--- config.mk ---
export PLATFORM = sky130hd
export DESIGN_NAME = adder_share_arb
export DESIGN_NICKNAME = d
export VERILOG_FILES = /design/src/rtl/adder_share_arb.sv
export SDC_FILE = /design/constraint.sdc
export NUM_CORES = 1
export LEC_CHECK = 0
export BUFFER_PORTS_ARGS = -buffer_cell sky130_fd_sc_hd__buf_4
export CAP_MARGIN = 20
export CORE_MARGIN = 2
export CORE_UTILIZATION = 57
export CTS_BUF_LIST = sky130_fd_sc_hd__clkbuf_4 sky130_fd_sc_hd__clkbuf_8
export CTS_CLUSTER_SIZE = 8
export DETAILED_ROUTE_END_ITERATION = 6
export HOLD_SLACK_MARGIN = 0.05
export PLACE_DENSITY = 0.87
export SLEW_MARGIN = 0
export SYNTH_ARGS = -nofsm -noshare
export SYNTH_HDL_FRONTEND = slang
export SYNTH_SLANG_ARGS = --single-unit
--- constraint.sdc ---
create_clock -name clk -period 6.1 [get_ports clk]
set_input_delay 1.22 -clock clk [delete_from_list [all_inputs] [get_ports clk]]
set_output_delay 1.22 -clock clk [all_outputs]
set_load 0.1 [all_outputs]
--- src/rtl/adder_share_arb.sv ---
// Purpose: two requesters share one registered carry-select adder through an IDLE/EXEC/DONE FSM with a fair tie-break.
// Latency: the accept edge loads the operand registers; the next edge (EXEC) loads the result and raises res_valid.
// Backpressure: one request in flight; readys stay low until the result is taken with res_valid & res_ready.
//
// Ports:
//   clk, rst_n                  : single clock, synchronous active-low reset
//   reqN_valid/_a/_b/_cin/_ready: requester N add request and handshake (N = 0, 1)
//   res_valid/_sum/_cout/_id    : registered result, carry-out and owning requester
//   res_ready                   : consumer accepts the result
//   busy                        : FSM is not in IDLE
module adder_share_arb #(
    parameter int WIDTH = 8
) (
    input  logic             clk,
    input  logic             rst_n,
    input  logic             req0_valid,
    input  logic [WIDTH-1:0] req0_a,
    input  logic [WIDTH-1:0] req0_b,
    input  logic             req0_cin,
    output logic             req0_ready,
    input  logic             req1_valid,
    input  logic [WIDTH-1:0] req1_a,
    input  logic [WIDTH-1:0] req1_b,
    input  logic             req1_cin,
    output logic             req1_ready,
    output logic             res_valid,
    output logic [WIDTH-1:0] res_sum,
    output logic             res_cout,
    output logic             res_id,
    input  logic             res_ready,
    output logic             busy
);

    typedef enum logic [1:0] {
        IDLE = 2'd0,
        EXEC = 2'd1,
        DONE = 2'd2
    } state_t;

    localparam int NBLK = (WIDTH + 3) / 4;

    state_t           state_q, state_d;
    logic [WIDTH-1:0] op_a_q, op_a_d;
    logic [WIDTH-1:0] op_b_q, op_b_d;
    logic             op_cin_q, op_cin_d;
    logic             op_id_q, op_id_d;
    logic             last_grant_q, last_grant_d;
    logic             res_valid_q, res_valid_d;
    logic [WIDTH-1:0] res_sum_q, res_sum_d;
    logic             res_cout_q, res_cout_d;
    logic             res_id_q, res_id_d;

    logic             gnt_vld;
    logic             gnt_id;
    logic             accept;

    // Carry-select adder on the operand registers: each 4-bit block
    // precomputes both carry-in cases and the incoming carry picks one.
    // The top block is narrower when WIDTH is not a multiple of 4.
    logic [NBLK:0]    blk_c;
    logic [WIDTH-1:0] add_sum;

    assign blk_c[0] = op_cin_q;

    genvar g;
    generate
        for (g = 0; g < NBLK; g++) begin : g_csel
            localparam int LO = 4 * g;
            localparam int BW = ((WIDTH - LO) < 4) ? (WIDTH - LO) : 4;
            logic [BW:0] s0;
            logic [BW:0] s1;
            assign s0 = {1'b0, op_a_q[LO +: BW]} + {1'b0, op_b_q[LO +: BW]};
            assign s1 = {1'b0, op_a_q[LO +: BW]} + {1'b0, op_b_q[LO +: BW]} + {{BW{1'b0}}, 1'b1};
            assign add_sum[LO +: BW] = blk_c[g] ? s1[BW-1:0] : s0[BW-1:0];
            assign blk_c[g+1]        = blk_c[g] ? s1[BW]     : s0[BW];
        end
    endgenerate

    // On a tie the requester that did not win last time is granted.
    always_comb begin
        gnt_vld = 1'b0;
        gnt_id  = 1'b0;
        if (req0_valid && req1_valid) begin
            gnt_vld = 1'b1;
            gnt_id  = ~last_grant_q;
        end else if (req0_valid) begin
            gnt_vld = 1'b1;
            gnt_id  = 1'b0;
        end else if (req1_valid) begin
            gnt_vld = 1'b1;
            gnt_id  = 1'b1;
        end
    end

    // rst_n gates ready so nothing appears accepted while reset is held.
    assign accept     = rst_n && (state_q == IDLE) && gnt_vld;
    assign req0_ready = accept && !gnt_id;
    assign req1_ready = accept && gnt_id;

    always_comb begin
        state_d      = state_q;
        op_a_d       = op_a_q;
        op_b_d       = op_b_q;
        op_cin_d     = op_cin_q;
        op_id_d      = op_id_q;
        last_grant_d = last_grant_q;
        res_valid_d  = res_valid_q;
        res_sum_d    = res_sum_q;
        res_cout_d   = res_cout_q;
        res_id_d     = res_id_q;
        case (state_q)
            IDLE: begin
                if (accept) begin
                    op_a_d       = gnt_id ? req1_a   : req0_a;
                    op_b_d       = gnt_id ? req1_b   : req0_b;
                    op_cin_d     = gnt_id ? req1_cin : req0_cin;
                    op_id_d      = gnt_id;
                    last_grant_d = gnt_id;
                    state_d      = EXEC;
                end
            end
            EXEC: begin
                res_sum_d   = add_sum;
                res_cout_d  = blk_c[NBLK];
                res_id_d    = op_id_q;
                res_valid_d = 1'b1;
                state_d     = DONE;
            end
            DONE: begin
                // Returning to IDLE here means the next grant is only
                // evaluated one cycle later, never on the release edge.
                if (res_ready) begin
                    res_valid_d = 1'b0;
                    state_d     = IDLE;
                end
            end
            default: begin
                state_d = IDLE;
            end
        endcase
    end

    always_ff @(posedge clk) begin
        if (!rst_n) begin
            state_q      <= IDLE;
            op_a_q       <= '0;
            op_b_q       <= '0;
            op_cin_q     <= 1'b0;
            op_id_q      <= 1'b0;
            last_grant_q <= 1'b1;
            res_valid_q  <= 1'b0;
            res_sum_q    <= '0;
            res_cout_q   <= 1'b0;
            res_id_q     <= 1'b0;
        end else begin
            state_q      <= state_d;
            op_a_q       <= op_a_d;
            op_b_q       <= op_b_d;
            op_cin_q     <= op_cin_d;
            op_id_q      <= op_id_d;
            last_grant_q <= last_grant_d;
            res_valid_q  <= res_valid_d;
            res_sum_q    <= res_sum_d;
            res_cout_q   <= res_cout_d;
            res_id_q     <= res_id_d;
        end
    end

    assign res_valid = res_valid_q;
    assign res_sum   = res_sum_q;
    assign res_cout  = res_cout_q;
    assign res_id    = res_id_q;
    assign busy      = (state_q != IDLE);

endmodule

==> results of run 1 <==
==> Yosys cell counts (all sizes together), types with 4 or more instances <==
library cell	count	area, um2
buf	4	23.77
a31oi	4	25.02
a211oi	20	150.1
dfxtp	32	640.6
nand3	6	35.03
clkbuf	6	22.52
a21oi	9	45.04
nand2	9	33.78
nor2	24	90.09
o21ai	5	25.02
mux2i	20	200.2
xnor2	4	35.03
ha	10	125.1
==> layer usage <==
metal / GRT usage [%] / vias to the layer above
met2: 38.82 / 59
met3: 8.009 / 8
li1: - / 806
met4: 8.571 / 0
met5: 0 / -
met1: 29.09 / 681
==> how the worst max path moves through the flow <==
stage	slack, ps	from	cells past startpoint	to
2_1_floorplan	400	req1_valid	3	req0_ready
3_3_place_gp	2630	req0_valid	5	req1_ready
3_5_place_dp	2630	req0_valid	5	req1_ready
4_1_cts	2620	req0_valid	5	req1_ready
5_1_grt	2550	rst_n	5	req0_ready
6_report	2630	req0_valid	5	req1_ready
==> worst min-delay path, stage by stage, from the launching register on <==
cell,delay [ps]
dfxtp_1,320
nand2_1,50
a21oi_1,50
==> metrics by stage <==
step | power, W | hold slack [ps] | util, % | instance area, um2 | setup WS, ps
after floorplan | 0.0003963 | 431.3 | - | 1772 | 401.5
after global placement | 0.0004417 | 446.4 | 72.50 | 2177 | 2635
after detailed placement | 0.0004480 | 452.7 | 72.50 | 2177 | 2627
after CTS | 0.0005793 | 464.5 | 74.67 | 2242 | 2624
after global routing | 0.0006089 | 497.0 | 74.67 | 2242 | 2545
final | 0.0005762 | 464.0 | 74.67 | 2242 | 2630
==> power by group through the flow <==
| stage | clock [W] | sequential (W) | combinational, W |
|---|---|---|---|
| after floorplan | 0 | 0.000289 | 0.000108 |
| after global placement | 0 | 0.000246 | 0.000196 |
| after detailed placement | 0 | 0.000247 | 0.000201 |
| after CTS | 0.000135 | 0.000242 | 0.000202 |
| after global routing | 0.000145 | 0.000245 | 0.000218 |
| final | 0.000133 | 0.000242 | 0.000201 |
==> cell type report <==
type	instances	area [um2]
clock buffers	7	65.06
fillers	247	760.7
inverters	2	7.507
multi-input cells	147	1075
flip-flops and latches	32	640.6
well taps	33	41.29
repair buffers	55	412.9
==> registers in the layout (all words and copies together), names as in the netlist <==
signal	cells
op_a_q	8
op_b_q	8
res_sum	8
state_q	2
last_grant_q	1
op_cin_q	1
op_id_q	1
res_cout	1
res_id	1
res_valid	1
==> logic make-up (layout without fill, tap and decap cells) <==
kind of cell / after synthesis / after routing / synth area share, %
and+or+nand+nor: 61 / 61 / 17.80
AOI/OAI and AO/OA: 47 / 47 / 18.29
DFF: 32 / 32 / 36.16
muxes: 20 / 20 / 11.30
buffers and inverters: 13 / 64 / 3.672
adders and majority gates: 12 / 12 / 9.322
xor gates and xnor gates: 7 / 7 / 3.461
==> key figures, run 1 <==
Outcome
  – Result of the run: finished clean

Clock tree
  – Cts bufs inserted: 5
  – Setup bufs post-CTS: 0
  – Clock sink total: 32
  – Clock transition at the registers of the reported paths: 90 ps
  – CTS tree: built
  – Resized Gates After CTS: 0
  – Clock latency of the later-clocked register in the worst-skew pair: 340 ps
  – CTS Buffer Depth: 2
  – Post-CTS Hold Buffers: 0
  – H-tree lvl count: 2
  – Master cell of the clock root buffer: clkbuf_4

Power and ir drop
  – Fraction of power consumed by sequential logic: 42.0%
  – Maximum ir drop on the vdd rail: 0.1157 mV
  – Internal cell power: 0.0003661 W
  – Sw power: 0.0002101 W
  – Power density over cell area: 257.0 nW/um2
  – Part of the total power dissipated in the clock network: 23.1%
  – Gate power share: 34.8%
  – Switching Share: 36.46%
  – Leakage power: 0.9761 nW

Route
  – Per-cell via count in the routed design: 5.630
  – Count of routing violations after the opening detailed-route iteration: 51
  – Met1 routed wirelength after detailed routing: 1613 um
  – Post-detailed-route DRC marker count: 0
  – Aggregate routed wire length: 3661 um
  – Wirelength per Cell: 13.26 um
  – Met3 wirelength from detailed routing: 252 um
  – Met2 routed wirelength: 1736 um
  – Via count of the routed design: 1554
  – First-pass iteration count of the detailed router: 4
  – Max Used Layer: met4
  – ANT nets after route: 0

Global routing
  – Total congestion overflow after global routing: 0
  – Via count of the first global-routing pass: 1456
  – Global-route wire length before repair: 6265 um
  – Largest net degree at the start of global routing: 38
  – Antenna violations before repair: 0
  – Aggregate global-route resource usage: 23.81%

Critical path
  – Slowest Stage Delay on Critical Path: 320 ps
  – Cell Chain, Critical Path: buf_4, a21boi_2, buf_4, and2_1, buf_4
  – Required @ worst endpoint: 4880 ps
  – Worst setup slack for register-to-register paths: 3530 ps
  – Arrival time worst endpoint: 2250 ps
  – Largest delay contributor family on the critical path: buffers and inverters
  – Number of buffers and inverters on the critical path: 3
  – Worst reg2reg path endpoint: res_sum[7]$_SDFFE_PN0P_
  – Crit Path Class: in2out
  – Beginning of the worst register-to-register path: op_a_q[0]$_SDFFE_PN0P_
  – Worst-path cell with the longest stage delay: buf_4
  – Crit start category: input pin
  – Kind of end point of the critical path: output pin
  – Largest fanout on the critical path: 20
  – Cell depth of the worst flop-to-flop path: 7
  – Cell occurring most often along the worst timing path: buf_4

Worst hold path
  – Worst Min Path Start: res_sum[2]$_SDFFE_PN0P_
  – Number of instances on the worst hold path: 2
  – HP Class: reg2reg
  – Hold EP: res_sum[2]$_SDFFE_PN0P_

Logic synthesis
  – Net count after synthesis: 243
  – Most used DFF post-synth: dfxtp_1
  – Register area share after synthesis: 36.16%
  – Mapped cell area: 1772 um2
  – Number of warning messages in the yosys log: 0
  – Count of flip-flops with a built-in enable after synthesis: 0
  – Flop and latch count out of synthesis: 32
  – Post-synthesis area per instance: 9.228 um2
  – Fraction of registers with async set or reset after synthesis: 0%
  – Number of different library cells in the post-synthesis netlist: 42
  – Synthesized instance count: 192

STA
  – Final-report hold violation count: 0
  – Final Skew: 7.744 ps
  – Final setup violation count: 0
  – Final worst path period need: 3470 ps
  – Max-slew violation total from the final report: 0
  – Setup_tns: 0 ps
  – Slew @ Worst Pin: 713.9 ps
  – Relative slew slack: 52.01%
  – Part of the cycle the worst path needs: 56.88%
  – Unrepaired setup endpoints after global routing: no
  – Maximum clock rate: 288.2 MHz

Cells and area
  – Top library cells by usage in the layout, fill and taps aside: 55 x buf_4, 32 x dfxtp_1, 24 x nor2_1, 20 x mux2i_1, 20 x a211oi_1
  – # diodes: 0
  – Leading cell type in the layout, fill and taps excluded: buf_4
  – Non-filler instance count after layout: 276
  – Fraction of layout instances using a drive strength above 1: 29.63%
  – Count of nets after finishing: 294
  – Post-synthesis to final-layout area growth: 26.55%

Die
  – Boundary pin count: 53
  – Area enclosed by the die boundary: 3570 um2
  – Die height: 59.75 um
  – Core Box Area: 3003 um2
  – Row count: 20
  – Effective utilization at floorplan: 59.00%
  – Width of the die: 59.75 um

Placement
  – DP HPWL: 2818 um
  – Routability congestion estimate from global placement: 0.7717
  – # port buffers: 52
  – Placed instance count: 269

Flow run
  – Max-cap violations: 0
No activity file was read; power rests on OpenSTA's default activity.
==> inputs of run 2 (changes only) <==
--- a/config.mk
+++ b/config.mk
@@ -5,15 +5,16 @@
 export SDC_FILE = /design/constraint.sdc
 export NUM_CORES = 1
 export LEC_CHECK = 0
+export ABC_AREA = 1
 export BUFFER_PORTS_ARGS = -buffer_cell sky130_fd_sc_hd__buf_4
 export CAP_MARGIN = 20
 export CORE_MARGIN = 2
-export CORE_UTILIZATION = 57
+export CORE_UTILIZATION = 48
 export CTS_BUF_LIST = sky130_fd_sc_hd__clkbuf_4 sky130_fd_sc_hd__clkbuf_8
 export CTS_CLUSTER_SIZE = 8
 export DETAILED_ROUTE_END_ITERATION = 6
 export HOLD_SLACK_MARGIN = 0.05
-export PLACE_DENSITY = 0.87
+export PLACE_DENSITY = 0.78
 export SLEW_MARGIN = 0
 export SYNTH_ARGS = -nofsm -noshare
 export SYNTH_HDL_FRONTEND = slang
==> constraint.sdc (replaced) <==
create_clock -name clk -period 2.8 [get_ports clk]
set_input_delay 0.56 -clock clk [delete_from_list [all_inputs] [get_ports clk]]
set_output_delay 0.56 -clock clk [all_outputs]
set_load 0.1 [all_outputs]
==> run 2 against run 1 <==
  * Register-to-register slack got worse by 3000 ps
  * Synthesized cell count increased by 28%
  * Clock power increased by 120%
  * Flip-flop and latch count unchanged
  * Critical path depth increased by 1
  * Critical path type unchanged
  * Largest cell class unchanged
  * Largest power group unchanged
  * Highest routed layer unchanged
==> key figures, run 2 <==
Logic synthesis
  – Area contributors post-synth: dfxtp_1 37%, nand2_1 19%, ha_1 7.2%
  – Synthesized instance count: 246
  – Number of different library cells in the post-synthesis netlist: 24
  – Mapped cell area: 1740 um2
  – Most used DFF post-synth: dfxtp_1
  – Count of flip-flops with a built-in enable after synthesis: 0
  – Number of warning messages in the yosys log: 0
  – Top cell type by total area after synthesis: dfxtp_1
  – Top post-synthesis cells by count: 89 x nand2_1, 32 x dfxtp_1, 22 x inv_1, 20 x nor2_1, 17 x a31oi_1
  – Yosys top cell area share: 36.81%
  – Top-count cell post-synth: nand2_1
  – Post-synthesis area per instance: 7.075 um2
  – Net count after synthesis: 297
  – Flop and latch count out of synthesis: 32
  – Fraction of registers with async set or reset after synthesis: 0%
  – Register area share after synthesis: 36.81%

Cells and area
  – Fill cell count: 325
  – Top library cells by usage in the layout, fill and taps aside: 89 x nand2_1, 56 x buf_4, 32 x dfxtp_1, 22 x inv_1, 20 x nor2_1
  – Non-filler instance count after layout: 348
  – Leading cell type in the layout, fill and taps excluded: nand2_1
  – Post-synthesis to final-layout area growth: 28.68%
  – Fraction of layout instances using a drive strength above 1: 22.52%
  – Count of nets after finishing: 353
  – # diodes: 0

Clock tree
  – Clock latency of the later-clocked register in the worst-skew pair: 330 ps
  – Master cell of the clock root buffer: clkbuf_4
  – Clock sink total: 32
  – H-tree lvl count: 2
  – Clock transition at the registers of the reported paths: 90 ps
  – CTS tree: built
  – Resized Gates After CTS: 0
  – CTS Buffer Depth: 2
  – Post-CTS Hold Buffers: 0
  – Setup bufs post-CTS: 0
  – Cts bufs inserted: 5

Power and ir drop
  – Design Power: 0.001210 W
  – Leakage power: 1.065 nW
  – Power density over cell area: 540.1 nW/um2
  – Maximum ir drop on the vdd rail: 0.2227 mV

Die
  – Effective utilization at floorplan: 50.95%
  – Area enclosed by the die boundary: 4124 um2
  – Row count: 21
  – Core Box Area: 3416 um2
  – Boundary pin count: 53
  – Width of the die: 64.22 um
  – Die height: 64.22 um

Critical path
  – Crit Path Class: in2out
  – Beginning of the worst register-to-register path: op_a_q[0]$_SDFFE_PN0P_
  – Critical path launch point: rst_n
  – Required @ worst endpoint: 2240 ps
  – Largest fanout on the critical path: 26
  – Kind of end point of the critical path: output pin
  – Arrival time worst endpoint: 1670 ps
  – Crit start category: input pin

Global routing
  – Total congestion overflow after global routing: 0
  – Antenna violations before repair: 0
  – Largest net degree at the start of global routing: 27
  – Global-route wire length before repair: 6520 um
  – Aggregate global-route resource usage: 20.20%
  – Via count of the first global-routing pass: 1538

Route
  – Post-detailed-route DRC marker count: 0
  – Wirelength per Cell: 10.64 um
  – Count of routing violations after the opening detailed-route iteration: 84
  – Via count of the routed design: 1725
  – Aggregate routed wire length: 3703 um
  – First-pass iteration count of the detailed router: 4
  – ANT nets after route: 0
  – Per-cell via count in the routed design: 4.957

STA
  – Slew @ Worst Pin: 537.0 ps
  – Unrepaired setup endpoints after global routing: no
  – Relative slew slack: 64.07%
  – Final setup violation count: 0
  – Final worst path period need: 2231 ps
  – Setup_tns: 0 ps
  – Max-slew violation total from the final report: 0
  – Final-report hold violation count: 0
  – Maximum clock rate: 448.3 MHz
  – Final Skew: 6.859 ps
  – Part of the cycle the worst path needs: 79.66%
  – Worst hold slack: 412.0 ps

Flow run
  – Max-cap violations: 0

Placement
  – Routability congestion estimate from global placement: 0.8372
  – DP HPWL: 2854 um
  – Placed instance count: 341
  – # port buffers: 52

Outcome
  – Result of the run: finished clean

Worst hold path
  – HP Class: in2reg
  – Worst Min Path Start: res_ready
[run 2: changes by cell type in the layout (fill, tap and decap cells not counted), moves of 10 or more]
cell	delta
mux2i_1	-20
inv_1	+20
nand2_1	+80
a211oi_1	-19
nand3_1	+10
a31oi_1	+13
[run 2: area by class of cell]
cell class                 count  area [um2]  area share [%]
timing repair buffer          56       420.4           18.77
tap                           46       57.56           2.570
inverter                      24       90.09           4.022
clock buffer                   7       65.06           2.905
multi-input combinational    183       965.9           43.13
sequential                    32       640.6           28.60
[run 2: where the power goes]
| part | total, W | leakage, nW | switching, W | internal (W) |
|---|---|---|---|---|
| clock network | 0.000291 | 0.0374 | 0.000149 | 0.000142 |
| logic | 0.000402 | 0.765 | 0.000273 | 0.000128 |
| registers | 0.000517 | 0.262 | 0.0000235 | 0.000494 |
[run 2: cells by family after synthesis]
family / Yosys count / share of synthesized area, %
xor gates and xnor gates: 6 / 3.020
and+or+nand+nor: 129 / 30.48
AOI/OAI and AO/OA: 36 / 12.51
buffers and inverters: 31 / 7.692
DFF: 32 / 36.81
adders and majority gates: 12 / 9.490
[run 2: worst max-delay path, stage by stage]
cell and delay, ps:
buf_4 120, inv_2 180, nor3_4 270, inv_2 110
a21oi_4 130, buf_4 300
[run 2: routing by layer]
metal	up-vias	track usage, %	part of all wire [%]	wire [um]
li1	918	-	-	-
met1	740	26.48	47	1733
met2	59	30.08	43	1609
met3	8	4.049	7.3	272
met4	0	13.03	2.4	89
met5	-	0	0	0
[run 2: through the flow]
| stage | util [%] | area [um2] | worst slack (ps) |
|---|---|---|---|
| 2_1_floorplan | - | 1740 | 344.5 |
| 3_3_place_gp | 63.66 | 2175 | 574.8 |
| 3_5_place_dp | 63.66 | 2175 | 554.9 |
| 4_1_cts | 65.57 | 2240 | 556.0 |
| 5_1_grt | 65.57 | 2240 | 353.9 |
| 6_report | 65.57 | 2240 | 569.4 |
[run 2: worst paths after layout]
kind                                   to  slack, ps  depth (start not counted)
setup / recovery               req0_ready        570                          6
hold / removal     res_valid$_SDFFE_PN0P_        410                          2
setup reg to reg  res_sum[7]$_SDFFE_PN0P_        570                         12
hold reg to reg   res_sum[5]$_SDFFE_PN0P_        480                          2
==> inputs of run 3 (changes only) <==
--- a/config.mk
+++ b/config.mk
@@ -5,16 +5,16 @@
 export SDC_FILE = /design/constraint.sdc
 export NUM_CORES = 1
 export LEC_CHECK = 0
-export ABC_AREA = 1
+export ABC_AREA = 0
 export BUFFER_PORTS_ARGS = -buffer_cell sky130_fd_sc_hd__buf_4
 export CAP_MARGIN = 20
 export CORE_MARGIN = 2
-export CORE_UTILIZATION = 48
+export CORE_UTILIZATION = 53
 export CTS_BUF_LIST = sky130_fd_sc_hd__clkbuf_4 sky130_fd_sc_hd__clkbuf_8
 export CTS_CLUSTER_SIZE = 8
 export DETAILED_ROUTE_END_ITERATION = 6
 export HOLD_SLACK_MARGIN = 0.05
-export PLACE_DENSITY = 0.78
+export PLACE_DENSITY = 0.82
 export SLEW_MARGIN = 0
 export SYNTH_ARGS = -nofsm -noshare
 export SYNTH_HDL_FRONTEND = slang
==> constraint.sdc (replaced) <==
create_clock -name clk -period 2.25 [get_ports clk]
set_input_delay 0.45 -clock clk [delete_from_list [all_inputs] [get_ports clk]]
set_output_delay 0.45 -clock clk [all_outputs]
set_load 0.1 [all_outputs]
==> run 3 against run 2 <==
  * The run now ends with negative setup slack left
  * Combinational power increased by 53%
  * Register-to-register slack got worse by 730 ps
  * Routed wire length increased by 20%
  * Flip-flop and latch count unchanged
  * Core utilization increased by 12 points
  * First-iteration DRC count decreased by 1.2%
  * Count of clock-buffer cells in the layout decreased by 1
  * Global-route usage increased by 3.9 points
  * Final cell count decreased by 15%
  * Critical path type is now reg2reg
==> key figures, run 3 (synthesized netlist as in run 1, its figures left out) <==
STA
  – Unrepaired setup endpoints after global routing: yes
  – Final Skew: 9.051 ps
  – Final-report hold violation count: 0
  – Worst Slack Setup Final: -160.7 ps
  – Max-slew violation total from the final report: 0
  – Relative slew slack: 68.65%
  – Maximum clock rate: 414.8 MHz
  – Final worst path period need: 2411 ps
  – Final setup violation count: 2
  – Slew @ Worst Pin: 470.2 ps
  – Part of the cycle the worst path needs: 107.1%

Placement
  – # port buffers: 52
  – DP HPWL: 2862 um
  – Placed standard-cell area: 2258 um2
  – Pre-CTS setup slack: -141.4 ps
  – Routability congestion estimate from global placement: 0.7555
  – Placed instance count: 284

Critical path
  – Kind of end point of the critical path: flip-flop
  – Beginning of the worst register-to-register path: op_b_q[0]$_SDFFE_PN0P_
  – Arrival time worst endpoint: 2630 ps
  – Termination of the worst setup path: res_sum[7]$_SDFFE_PN0P_
  – Worst setup slack for register-to-register paths: -160 ps
  – Crit Path Class: reg2reg
  – Largest fanout on the critical path: 5
  – Worst reg2reg path endpoint: res_sum[7]$_SDFFE_PN0P_
  – Critical path launch point: op_b_q[0]$_SDFFE_PN0P_
  – Cell depth of the worst flop-to-flop path: 8
  – Crit start category: flip-flop
  – Required @ worst endpoint: 2470 ps

Die
  – Area enclosed by the die boundary: 3821 um2
  – Core Box Area: 3128 um2
  – Row count: 20
  – Width of the die: 61.82 um
  – Effective utilization at floorplan: 56.64%
  – Boundary pin count: 53
  – Die height: 61.82 um

Power and ir drop
  – Leakage power: 1.008 nW
  – Power density over cell area: 660.4 nW/um2
  – Maximum ir drop on the vdd rail: 0.3838 mV
  – Design Power: 0.001609 W

Route
  – Via count of the routed design: 1652
  – Post-detailed-route DRC marker count: 0
  – Count of routing violations after the opening detailed-route iteration: 83
  – Wirelength per Cell: 15.07 um
  – Per-cell via count in the routed design: 5.600
  – Met3 wirelength from detailed routing: 210 um
  – Max Used Layer: met4
  – Met1 routed wirelength after detailed routing: 1768 um
  – First-pass iteration count of the detailed router: 4
  – ANT nets after route: 0
  – Aggregate routed wire length: 4447 um
  – Met2 routed wirelength: 2323 um

Global routing
  – Antenna violations before repair: 0
  – Global-route wire length before repair: 6548 um
  – Aggregate global-route resource usage: 24.13%
  – Total congestion overflow after global routing: 0
  – Largest net degree at the start of global routing: 38
  – Via count of the first global-routing pass: 1541

Outcome
  – Result of the run: complete, but fails checks
  – Violations in the final reports: negative setup slack

Cells and area
  – Fraction of layout instances using a drive strength above 1: 37.85%
  – Count of nets after finishing: 302
  – Core utilization of the finished layout: 77.88%
  – # diodes: 0
  – Area of all placed cells without fillers: 2436 um2
  – Post-synthesis to final-layout area growth: 37.50%
  – Non-filler instance count after layout: 295
  – Top library cells by usage in the layout, fill and taps aside: 61 x buf_4, 30 x dfxtp_1, 24 x nor2_1, 20 x mux2i_1, 20 x a211oi_1
  – Leading cell type in the layout, fill and taps excluded: buf_4

Clock tree
  – Clock sink total: 32
  – Post-CTS Hold Buffers: 0
  – Clock latency of the later-clocked register in the worst-skew pair: 350 ps
  – Cts bufs inserted: 5
  – Clock transition at the registers of the reported paths: 100 ps
  – CTS tree: built
  – H-tree lvl count: 2
  – Master cell of the clock root buffer: clkbuf_4
  – CTS Buffer Depth: 2

Flow run
  – Max-cap violations: 0

Worst hold path
  – HP Class: in2reg
-- run 3: cell types whose count changed in the layout (fill, tap and decap cells not counted), sizes merged, moves of 9 or more --
cell    before  now
a211oi       1   20
mux2i        0   20
nand3       15    6
nand2       89    9
a31oi       17    4
inv         24    2
-- run 3: how the worst min path moves through the flow --
| stage | slack [ps] | from | cells after the start | endpoint |
|---|---|---|---|---|
| 2_1_floorplan | 430 | op_id_q$_SDFFE_PN0P_ | 2 | res_id$_SDFFE_PN0P_ |
| 3_3_place_gp | 440 | res_sum[2]$_SDFFE_PN0P_ | 2 | res_sum[2]$_SDFFE_PN0P_ |
| 3_5_place_dp | 450 | op_id_q$_SDFFE_PN0P_ | 2 | res_id$_SDFFE_PN0P_ |
| 4_1_cts | 290 | rst_n | 2 | last_grant_q$_SDFFE_PN1P_ |
| 5_1_grt | 300 | rst_n | 2 | last_grant_q$_SDFFE_PN1P_ |
| 6_report | 310 | rst_n | 2 | last_grant_q$_SDFFE_PN1P_ |
-- run 3: worst max-delay path, stage by stage (launching register included) --
cell and delay [ps]:
dfxtp_2 350, ha_4 170, fa_2 560, ha_4 160
nand3_4 80, buf_4 160, o31a_4 300, o31ai_2 350
a31oi_2 150
-- run 3: report_power, final --
group,switching (W),internal [W],total [W]
Sequential,0.0000429,0.000620,0.000663
Combinational,0.000387,0.000229,0.000616
Clock,0.000202,0.000127,0.000329
Total,0.000633,0.000976,0.00161
-- run 3: area by class of cell --
class                           instances  area, um2
Timing Repair Buffer                   61      457.9
Sequential cell                        32      643.1
Inverter                                2      7.507
Clock inverter                          1      5.005
Fill cell                             222      691.9
Tap cell                               44      55.05
Clock buffer                            6      45.04
Multi-Input combinational cell        149       1222
-- run 3: metrics by stage --
step                setup TNS [ps]  hold slack (ps)
floorplan                   -155.6            431.3
global placement            -121.8            441.1
detailed placement          -337.3            449.6
CTS                         -148.1            293.5
global route                -491.2            296.5
finish                      -213.1            306.1
-- run 3: repair_timing --
action / CTS / global route
gates resized for setup: 2 / 14
endpoints found under the setup margin: 5 / 5
setup buffers: 1 / 2
gates cloned: 2 / 0
pin swaps: 3 / 10
-- run 3: metal layers --
layer  vias up  track usage, %
li1        833               -
met1       755           25.45
met2        51           41.80
met5         -               0
met4         0           15.81
met3        13           6.832
